<file path="src/rtl/inv_alu_if.sv">
// Bundle of the inv_alu start/busy/done handshake, operand bus and debug state.
// Handshake: start is taken only while idle; busy is high while working; done pulses one cycle with opA/rem/err valid.
interface inv_alu_if;
  logic        start;
  logic        opcode;
  logic [15:0] res;
  logic [7:0]  opB;
  logic [7:0]  opA;
  logic [7:0]  rem;
  logic        err;
  logic        busy;
  logic        done;
  logic [1:0]  dbg_state;

  modport master (
    output start, opcode, res, opB,
    input  opA, rem, err, busy, done, dbg_state
  );

  modport slave (
    input  start, opcode, res, opB,
    output opA, rem, err, busy, done, dbg_state
  );
endinterface

</file>
<file path="src/rtl/inv_alu.sv">
// Sequential inverse of the 8-bit ALU: undoes add by subtraction, multiply by restoring division.
// Optional macro INV_ALU_REM_EN keeps the remainder register; otherwise rem reads 0.
module inv_alu (
  input  logic       clk,
  input  logic       rst,
  inv_alu_if.slave   bus
);
  typedef enum logic [1:0] {IDLE = 2'd0, SUB = 2'd1, DIV = 2'd2, DONE = 2'd3} state_t;

  state_t      state_q, state_d;
  logic [15:0] work_q, work_d;   // latched res; becomes the quotient shift register in DIV
  logic [7:0]  opb_q, opb_d;
  logic [7:0]  prem_q, prem_d;
  logic [3:0]  cnt_q, cnt_d;
  logic [7:0]  opa_q, opa_d;
  logic        err_q, err_d;
`ifdef INV_ALU_REM_EN
  logic [7:0]  rem_q, rem_d;
`endif

  logic [16:0] diff;
  logic [8:0]  trial;
  logic        fits;
  logic [15:0] quo_nxt;
  logic [7:0]  prem_nxt;

  // One restoring step: the 9-bit trial never exceeds 2*opB-1, so the kept remainder fits in 8 bits.
  always_comb begin
    diff     = {1'b0, work_q} - {9'b0, opb_q};
    trial    = {prem_q, work_q[15]};
    fits     = (trial >= {1'b0, opb_q});
    quo_nxt  = {work_q[14:0], fits};
    prem_nxt = fits ? 8'(trial - {1'b0, opb_q}) : trial[7:0];
  end

  always_comb begin
    state_d = state_q;
    work_d  = work_q;
    opb_d   = opb_q;
    prem_d  = prem_q;
    cnt_d   = cnt_q;
    opa_d   = opa_q;
    err_d   = err_q;
`ifdef INV_ALU_REM_EN
    rem_d   = rem_q;
`endif
    case (state_q)
      IDLE: begin
        if (bus.start) begin
          work_d = bus.res;
          opb_d  = bus.opB;
          prem_d = 8'h00;
          cnt_d  = 4'd0;
          if (!bus.opcode) begin
            state_d = SUB;
          end else if (bus.opB != 8'h00) begin
            state_d = DIV;
          end else begin
            opa_d   = 8'hFF;
            err_d   = 1'b1;
`ifdef INV_ALU_REM_EN
            rem_d   = bus.res[7:0];
`endif
            state_d = DONE;
          end
        end
      end
      SUB: begin
        opa_d   = diff[7:0];
        err_d   = (work_q < {8'h00, opb_q}) || (|diff[16:8]);
`ifdef INV_ALU_REM_EN
        rem_d   = 8'h00;
`endif
        state_d = DONE;
      end
      DIV: begin
        work_d = quo_nxt;
        prem_d = prem_nxt;
        cnt_d  = cnt_q + 4'd1;
        if (cnt_q == 4'd15) begin
          opa_d   = quo_nxt[7:0];
          err_d   = |quo_nxt[15:8];
`ifdef INV_ALU_REM_EN
          rem_d   = prem_nxt;
`endif
          state_d = DONE;
        end
      end
      DONE: state_d = IDLE;
      default: state_d = IDLE;
    endcase
  end

  always_ff @(posedge clk or posedge rst) begin
    if (rst) begin
      state_q <= IDLE;
      work_q  <= 16'h0000;
      opb_q   <= 8'h00;
      prem_q  <= 8'h00;
      cnt_q   <= 4'd0;
      opa_q   <= 8'h00;
      err_q   <= 1'b0;
    end else begin
      state_q <= state_d;
      work_q  <= work_d;
      opb_q   <= opb_d;
      prem_q  <= prem_d;
      cnt_q   <= cnt_d;
      opa_q   <= opa_d;
      err_q   <= err_d;
    end
  end

`ifdef INV_ALU_REM_EN
  always_ff @(posedge clk or posedge rst) begin
    if (rst) rem_q <= 8'h00;
    else     rem_q <= rem_d;
  end
  assign bus.rem = rem_q;
`else
  assign bus.rem = 8'h00;
`endif

  assign bus.opA       = opa_q;
  assign bus.err       = err_q;
  assign bus.busy      = (state_q == SUB) || (state_q == DIV);
  assign bus.done      = (state_q == DONE);
  assign bus.dbg_state = state_q;
endmodule

</file>
<file path="src/flat_wrapper.sv">
// flat-port wrapper written by rule: the top's interface ports become plain ports
module inv_alu_flat 
  (clk, rst, bus_start, bus_opcode, bus_res, bus_opB, bus_opA, bus_rem, bus_err, bus_busy, bus_done, bus_dbg_state);
  inv_alu_if bus_i ();
  input  logic clk;
  input  logic rst;
  input wire logic [$bits(bus_i.start)-1:0] bus_start;
  input wire logic [$bits(bus_i.opcode)-1:0] bus_opcode;
  input wire logic [$bits(bus_i.res)-1:0] bus_res;
  input wire logic [$bits(bus_i.opB)-1:0] bus_opB;
  output wire logic [$bits(bus_i.opA)-1:0] bus_opA;
  output wire logic [$bits(bus_i.rem)-1:0] bus_rem;
  output wire logic [$bits(bus_i.err)-1:0] bus_err;
  output wire logic [$bits(bus_i.busy)-1:0] bus_busy;
  output wire logic [$bits(bus_i.done)-1:0] bus_done;
  output wire logic [$bits(bus_i.dbg_state)-1:0] bus_dbg_state;
  assign bus_i.start = bus_start;
  assign bus_i.opcode = bus_opcode;
  assign bus_i.res = bus_res;
  assign bus_i.opB = bus_opB;
  assign bus_opA = bus_i.opA;
  assign bus_rem = bus_i.rem;
  assign bus_err = bus_i.err;
  assign bus_busy = bus_i.busy;
  assign bus_done = bus_i.done;
  assign bus_dbg_state = bus_i.dbg_state;
  inv_alu u_core (.clk(clk), .rst(rst), .bus(bus_i));
endmodule
</file>
<file path="config.mk">
export PLATFORM = sky130hd
export DESIGN_NAME = inv_alu_flat
export DESIGN_NICKNAME = d
export VERILOG_FILES = /design/src/rtl/inv_alu_if.sv /design/src/rtl/inv_alu.sv /design/src/flat_wrapper.sv
export SDC_FILE = /design/constraint.sdc
export NUM_CORES = 1
export LEC_CHECK = 0
export CAP_MARGIN = 20
export CORE_MARGIN = 1
export CORE_UTILIZATION = 55
export CTS_CLUSTER_SIZE = 24
export DETAILED_ROUTE_END_ITERATION = 16
export HOLD_SLACK_MARGIN = 0.06
export PLACE_DENSITY_LB_ADDON = 0.25
export SETUP_SLACK_MARGIN = 0.1
export SLEW_MARGIN = 20
export SYNTH_ARGS = -nofsm -noshare
export SYNTH_HDL_FRONTEND = slang
export SYNTH_SLANG_ARGS = --single-unit
</file>
<file path="constraint.sdc">
create_clock -name clk -period 3 [get_ports clk]
set_clock_uncertainty 0.1 [all_clocks]
set_input_delay 0.6 -clock clk [delete_from_list [all_inputs] [get_ports clk]]
set_output_delay 0.6 -clock clk [all_outputs]
set_load 0.1 [all_outputs]
</file>
Word-level counts from Yosys, hierarchy flattened
Index checks and enable logic that the tools add are counted.
{"block": "op_classes", "add_sub_neg": 3, "multipliers": 0, "n_div": 0, "magnitude_cmp": 2, "eq_ne": 8, "shifts": 0, "n_mux": 22, "bitwise": 0, "n_reduce_logical": 12}
{"cell": "2-to-1 mux 8 bit", "n": 6}
{"cell": "one-hot mux 16 bit (2 select lines)", "n": 1}
{"cell": "one-hot mux 8 bit (3 select lines)", "n": 1}
{"cell": "subtractor 16 x 8 -> 17 bit", "n": 1}
{"cell": "less-than comparator 16 x 8 -> 1 bit", "n": 1}
{"cell": "2-to-1 mux 16 bit", "n": 1}
{"cell": "one-hot mux 8 bit (2 select lines)", "n": 1}
{"cell": ">= comparator 9 x 8 -> 1 bit", "n": 1}
{"cell": "OR reduction 9 bit", "n": 1}
{"cell": "one-hot mux 2 bit (4 select lines)", "n": 1}
{"cell": "one-hot mux 4 bit (2 select lines)", "n": 1}
{"cell": "nonzero test 8 bit", "n": 1}
{"cell": "OR reduction 8 bit", "n": 1}
{"cell": "subtractor 8 bit", "n": 1}
{"cell": "2-to-1 mux 2 bit", "n": 3}
{"cell": "inequality test 2 bit (second input constant)", "n": 3}
{"cell": "AND reduction 2 bit", "n": 3}
{"cell": "2-to-1 mux 1 bit", "n": 5}
{"cell": "AND reduction 5 bit", "n": 1}
{"cell": "adder 4 x 1 -> 4 bit (second input constant)", "n": 1}
{"cell": "equality test 2 bit (second input constant)", "n": 2}
{"cell": "equality test 4 bit (second input constant)", "n": 1}
{"cell": "2-to-1 mux 4 bit", "n": 1}
{"cell": "one-hot mux 1 bit (3 select lines)", "n": 1}
{"cell": "other kinds (6)", "n": 7}
{"block": "word_totals", "ff_bits": 47, "latchBits": 0, "ramBits": 0, "romBits": 0, "out_inout_bits": 21, "n_memories": 0}

Logic depth before layout (Yosys ltp)
{"block": "logic_depth", "ltp_word": 5, "mapped_depth": 11, "depth_no_buf": 10}

Worst setup path before layout
Ideal clock, no wire load.
{"block": "synth_path", "kind": "flip-flop to flip-flop", "startpoint": "register u_core.state_q[0] (netlist: u_core.bus.dbg_state[0])", "endpoint": "register u_core.err_q (netlist: u_core.bus.err)", "setup_ns": 0.128, "arrival_ns": 2.843, "t_required_ns": 2.772, "slack_ns": -0.071, "stages_incl_launch_ff": 12, "n_path_buf": 2, "path_cell_list": "dfrtp_1 inv_1 ha_1 buf_2 nand2b_2 a21boi_2 or3b_1 buf_2 nor3_1 o2111ai_1 nor4_1 a21oi_1"}
{"block": "synth_via", "elab_chain_len": 3, "word_cells_on_any_way": 10, "classes_between": "eq/ne (6); mux (1); reduce/logical (3)"}
{"element": "start: declaration", "line": "inv_alu.sv:10", "rtl": "state_t state_q, state_d;"}
{"element": "start signal: assignment", "line": "inv_alu.sv:104", "rtl": "state_q <= state_d;"}
{"element": "equality test 2 bit, or another cell as far along", "line": "inv_alu.sv:47", "rtl": "case (state_q)"}
{"element": "inequality test 2 x 1 -> 1 bit (no source line), or another cell as far along"}
{"element": "AND reduction 5 bit (no source line)"}
{"element": "end signal: assignment", "line": "inv_alu.sv:110", "rtl": "err_q <= err_d;"}
{"element": "end: declaration", "line": "inv_alu.sv:16", "rtl": "logic err_q, err_d;"}
Parallel ways exist; a longest one is shown, timed or not.
A chain may end at the register's enable or synchronous reset.

Worst setup path in the final report
{"block": "layout_path", "startpoint": "register u_core.work_q[0]", "endpoint": "register u_core.err_q (netlist: u_core.bus.err)"}
{"block": "layout_via", "elab_chain_len": 4, "word_cells_on_any_way": 5, "classes_between": "add/sub (1); order compare (1); mux (1); reduce/logical (2)"}
{"element": "start: declaration", "line": "inv_alu.sv:11", "rtl": "logic [15:0] work_q, work_d;"}
{"element": "start signal: assignment", "line": "inv_alu.sv:105", "rtl": "work_q <= work_d;"}
{"element": "subtractor 16 x 8 -> 17 bit", "line": "inv_alu.sv:29", "rtl": "diff = {1'b0, work_q} - {9'b0, opb_q};"}
{"element": "OR reduction 9 bit", "line": "inv_alu.sv:70", "rtl": "err_d = (work_q < {8'h00, opb_q}) || (|diff[16:8]);"}
{"element": "logical OR 1 bit *", "line": "inv_alu.sv:70"}
{"element": "one-hot mux 1 bit (3 select lines) *", "line": "inv_alu.sv:47"}
Every way passes the cells marked *; elsewhere a longest branch is shown, timed or not.

==> impl_metrics.toml <==
[logic_synthesis]
netlist_area_um2 = 3220
synth_compound_area_share_pct = 21.1
async_flop_share_pct = 100
synth_cell_types = 52
synth_mux_area_share_pct = 8.82
ys_warn_count = 0
syn_inst = 358
synth_xor_area_share_pct = 1.09
avgSynthCellArea_um2 = 9.00
ys_ff_latch = 47
synth-main-ff-cell = "dfrtp_1"
synthSimpleGateAreaFrac_pct = 16.3
ys_seq_area_share_pct = 36.5
synth_edf_count = 0
synthAdderAreaFrac_pct = 9.79
synth_top_family_by_area = "compound AO/OA/AOI/OAI gates"

[critical_path]
cp_slowest_cell = "dfrtp_1"
worstPathRequired_ns = 3.08
start_kind = "flip-flop"
crit_buf_inv = 1
max_stage_delay_ns = 0.40
arrival_ns = 2.76
reg2reg_to = "u_core.bus.err"
r2r-start = "u_core.work_q[0]"
ff2ff_path_depth = 10
path_class = "flip-flop to flip-flop"
critPathTopFamily = "compound AO/OA/AOI/OAI gates"
path_cells = "inv_1 -> ha_1 -> fa_1 -> nand2b_1 -> a21oi_1 -> o211a_1 -> nor4_1 -> xor2_1 -> nor4_1 -> a21oi_1"
cp_max_fo = 4
endpoint_kind = "flip-flop"
r2r_slack_ns = 0.32

[timing]
finalCritPeriodShare_pct = 89.4
drv_slew = 0
setup_tns_ns = 0
fmax_mhz = 373
maxSlewHeadroom_pct = 46.2
rsz0062_at_grt = "false"
final-hold-violation-count = 0
tightestPinTransition_ns = 0.806
finalCriticalPeriod_ns = 2.68
setup_viol = 0

[cts]
clock-sinks = 47
htreeDepth = 2
clkTransAtPathRegs_ns = 0.09
post_cts_buffers = 0
cts_tree = "yes"
clockBufferDepth = 2
cts_root_buffer = "clkbuf_8"
cts_buffers = 5
cts_resized = 0
postCtsHoldBufs = 0
insertion_delay_ns = 0.30

[route]
wl_per_cell_um = 15.4
drc = 0
drtIter0Drc = 231
drt-total-wl_um = 7240
ant_nets = 0
drtPass1Iterations = 4
vias = 2716
via_per_inst = 5.77

[placed_design]
place_congestion = 0.962
port_buffers = 40
place_hpwl_um = 5510

[status]
status = "complete, no violations"

[layout]
n_antenna_cell = 0
drive_gt1_share_pct = 13.8
final_nets = 450
syn_to_final_growth_pct = 17.0

[hold_path]
hold_path_depth = 2
min-delay-path-class = "flip-flop to flip-flop"
min_to = "u_core.bus.opA[5]"
hp-start = "u_core.bus.opA[5]"

[job]
max_cap_violations = 0

[global_routing]
overflow = 0
grt_pass1_wl_um = 12500
grt_max_degree = 40
grt_pass1_vias = 2641
grt_usage_pct = 26.0
antenna_found_initial = 0

[floorplan]
dieArea_um2 = 6170
io_pins = 49
die_x_um = 78.5
core-area_um2 = 5570
die_h_um = 78.5
start_util_pct = 57.8
num_rows = 27
==> routing by layer <==
layer / vias up / track usage (%) / share of wire [%]
met5: - / 0 / 0
met4: 0 / 6.48 / 1.3
met3: 10 / 4.30 / 5.2
met2: 78 / 42.9 / 48
met1: 1278 / 35.4 / 46
li1: 1350 / - / -
==> cells by family (layout without fill, tap and decap cells) <==
kind of cell / after synthesis / count (layout)
AND/OR/NAND/NOR: 109 / 109
AO/OA/AOI/OAI: 101 / 101
flip-flops: 47 / 47
buffers and inverters: 45 / 79
multiplexers: 27 / 27
adder cells (fa/ha/maj): 24 / 24
XOR/XNOR: 4 / 4
other: 1 / 8
==> state kept, by name, summed over array words and instances (netlist names) <==
| signal | count |
|---|---|
| u_core.bus.dbg_state | 2 |
| u_core.bus.err | 1 |
| u_core.bus.opA | 8 |
| u_core.cnt_q | 4 |
| u_core.opb_q | 8 |
| u_core.prem_q | 8 |
| u_core.work_q | 16 |
==> how the worst max path moves through the flow <==
stage,from,end,slack [ns],depth (start not counted)
5_1_grt,u_core.work_q[0],u_core.bus.err,0.12,10
3_3_place_gp,bus_opB[2],u_core.bus.err,0.22,8
4_1_cts,u_core.opb_q[1],u_core.prem_q[0],0.33,10
3_5_place_dp,bus_opB[2],u_core.bus.err,0.16,8
2_1_floorplan,u_core.bus.dbg_state[0],u_core.bus.err,0.24,11
6_report,u_core.work_q[0],u_core.bus.err,0.32,10
==> final cells by class <==
| type | count | area, µm² |
|---|---|---|
| Inverter | 24 | 90.1 |
| Timing Repair Buffer | 47 | 420 |
| Sequential cell | 47 | 1180 |
| Tap cell | 72 | 90.1 |
| Clock buffer | 6 | 82.6 |
| Multi-Input combinational cell | 273 | 1870 |
| Fill cell | 475 | 1800 |
| Clock inverter | 2 | 35.0 |
==> cells in the final DEF, fill, tap and decap left out, types with 3 or more instances in the layout <==
cell | Yosys | final
conb_1 | 1 | 8
nor4_1 | 6 | 6
nand4_1 | 5 | 5
o21ai_0 | 40 | 40
clkdlybuf4s50_1 | 0 | 27
ha_1 | 22 | 22
nor3_1 | 8 | 8
nand2b_1 | 6 | 6
clkbuf_8 | 0 | 6
a21boi_0 | 7 | 7
o311a_1 | 4 | 4
buf_4 | 8 | 20
nand3_1 | 6 | 6
dfrtp_1 | 47 | 45
a211oi_1 | 3 | 3
o21a_1 | 5 | 5
a22o_1 | 3 | 3
mux2_2 | 11 | 11
or2_2 | 4 | 4
mux2i_1 | 16 | 16
or4_1 | 3 | 3
nor2_1 | 14 | 14
nand2_1 | 48 | 48
inv_1 | 24 | 23
a31oi_1 | 6 | 6
a21oi_1 | 12 | 12
==> cells in the mapped netlist, types with 7 or more instances <==
| cell | n | area (µm²) |
|---|---|---|
| dfrtp_1 | 47 | 1180 |
| ha_1 | 22 | 275 |
| clkbuf_1 | 9 | 33.8 |
| nor3_1 | 8 | 40.0 |
| mux2i_1 | 16 | 160 |
| inv_1 | 24 | 90.1 |
| buf_4 | 8 | 60.1 |
| a21oi_1 | 12 | 60.1 |
| mux2_2 | 11 | 124 |
| o21ai_0 | 40 | 200 |
| nor2_1 | 14 | 52.6 |
| a21boi_0 | 7 | 52.6 |
| nand2_1 | 48 | 180 |
==> tightest hold or removal path: stages, from the launching register on <==
cell and delay, ns:
dfrtp_1 0.35, nand2_1 0.05, o21ai_0 0.06
==> per-stage QoR <==
step	instances	hold WS [ns]	setup slack [ns]	cell area, µm²	utilization, %
floorplan	365	0.351	0.244	3250	-
detailed placement	463	0.373	0.164	3650	65.5
global placement	463	0.364	0.215	3650	65.5
CTS	471	0.394	0.326	3770	67.7
global route	471	0.407	0.116	3770	67.7
finish	471	0.389	0.317	3770	67.7
Power is left out: the tool's default activity adds up to more than one toggle a clock period on the data nets, which glitch-free logic cannot reach.
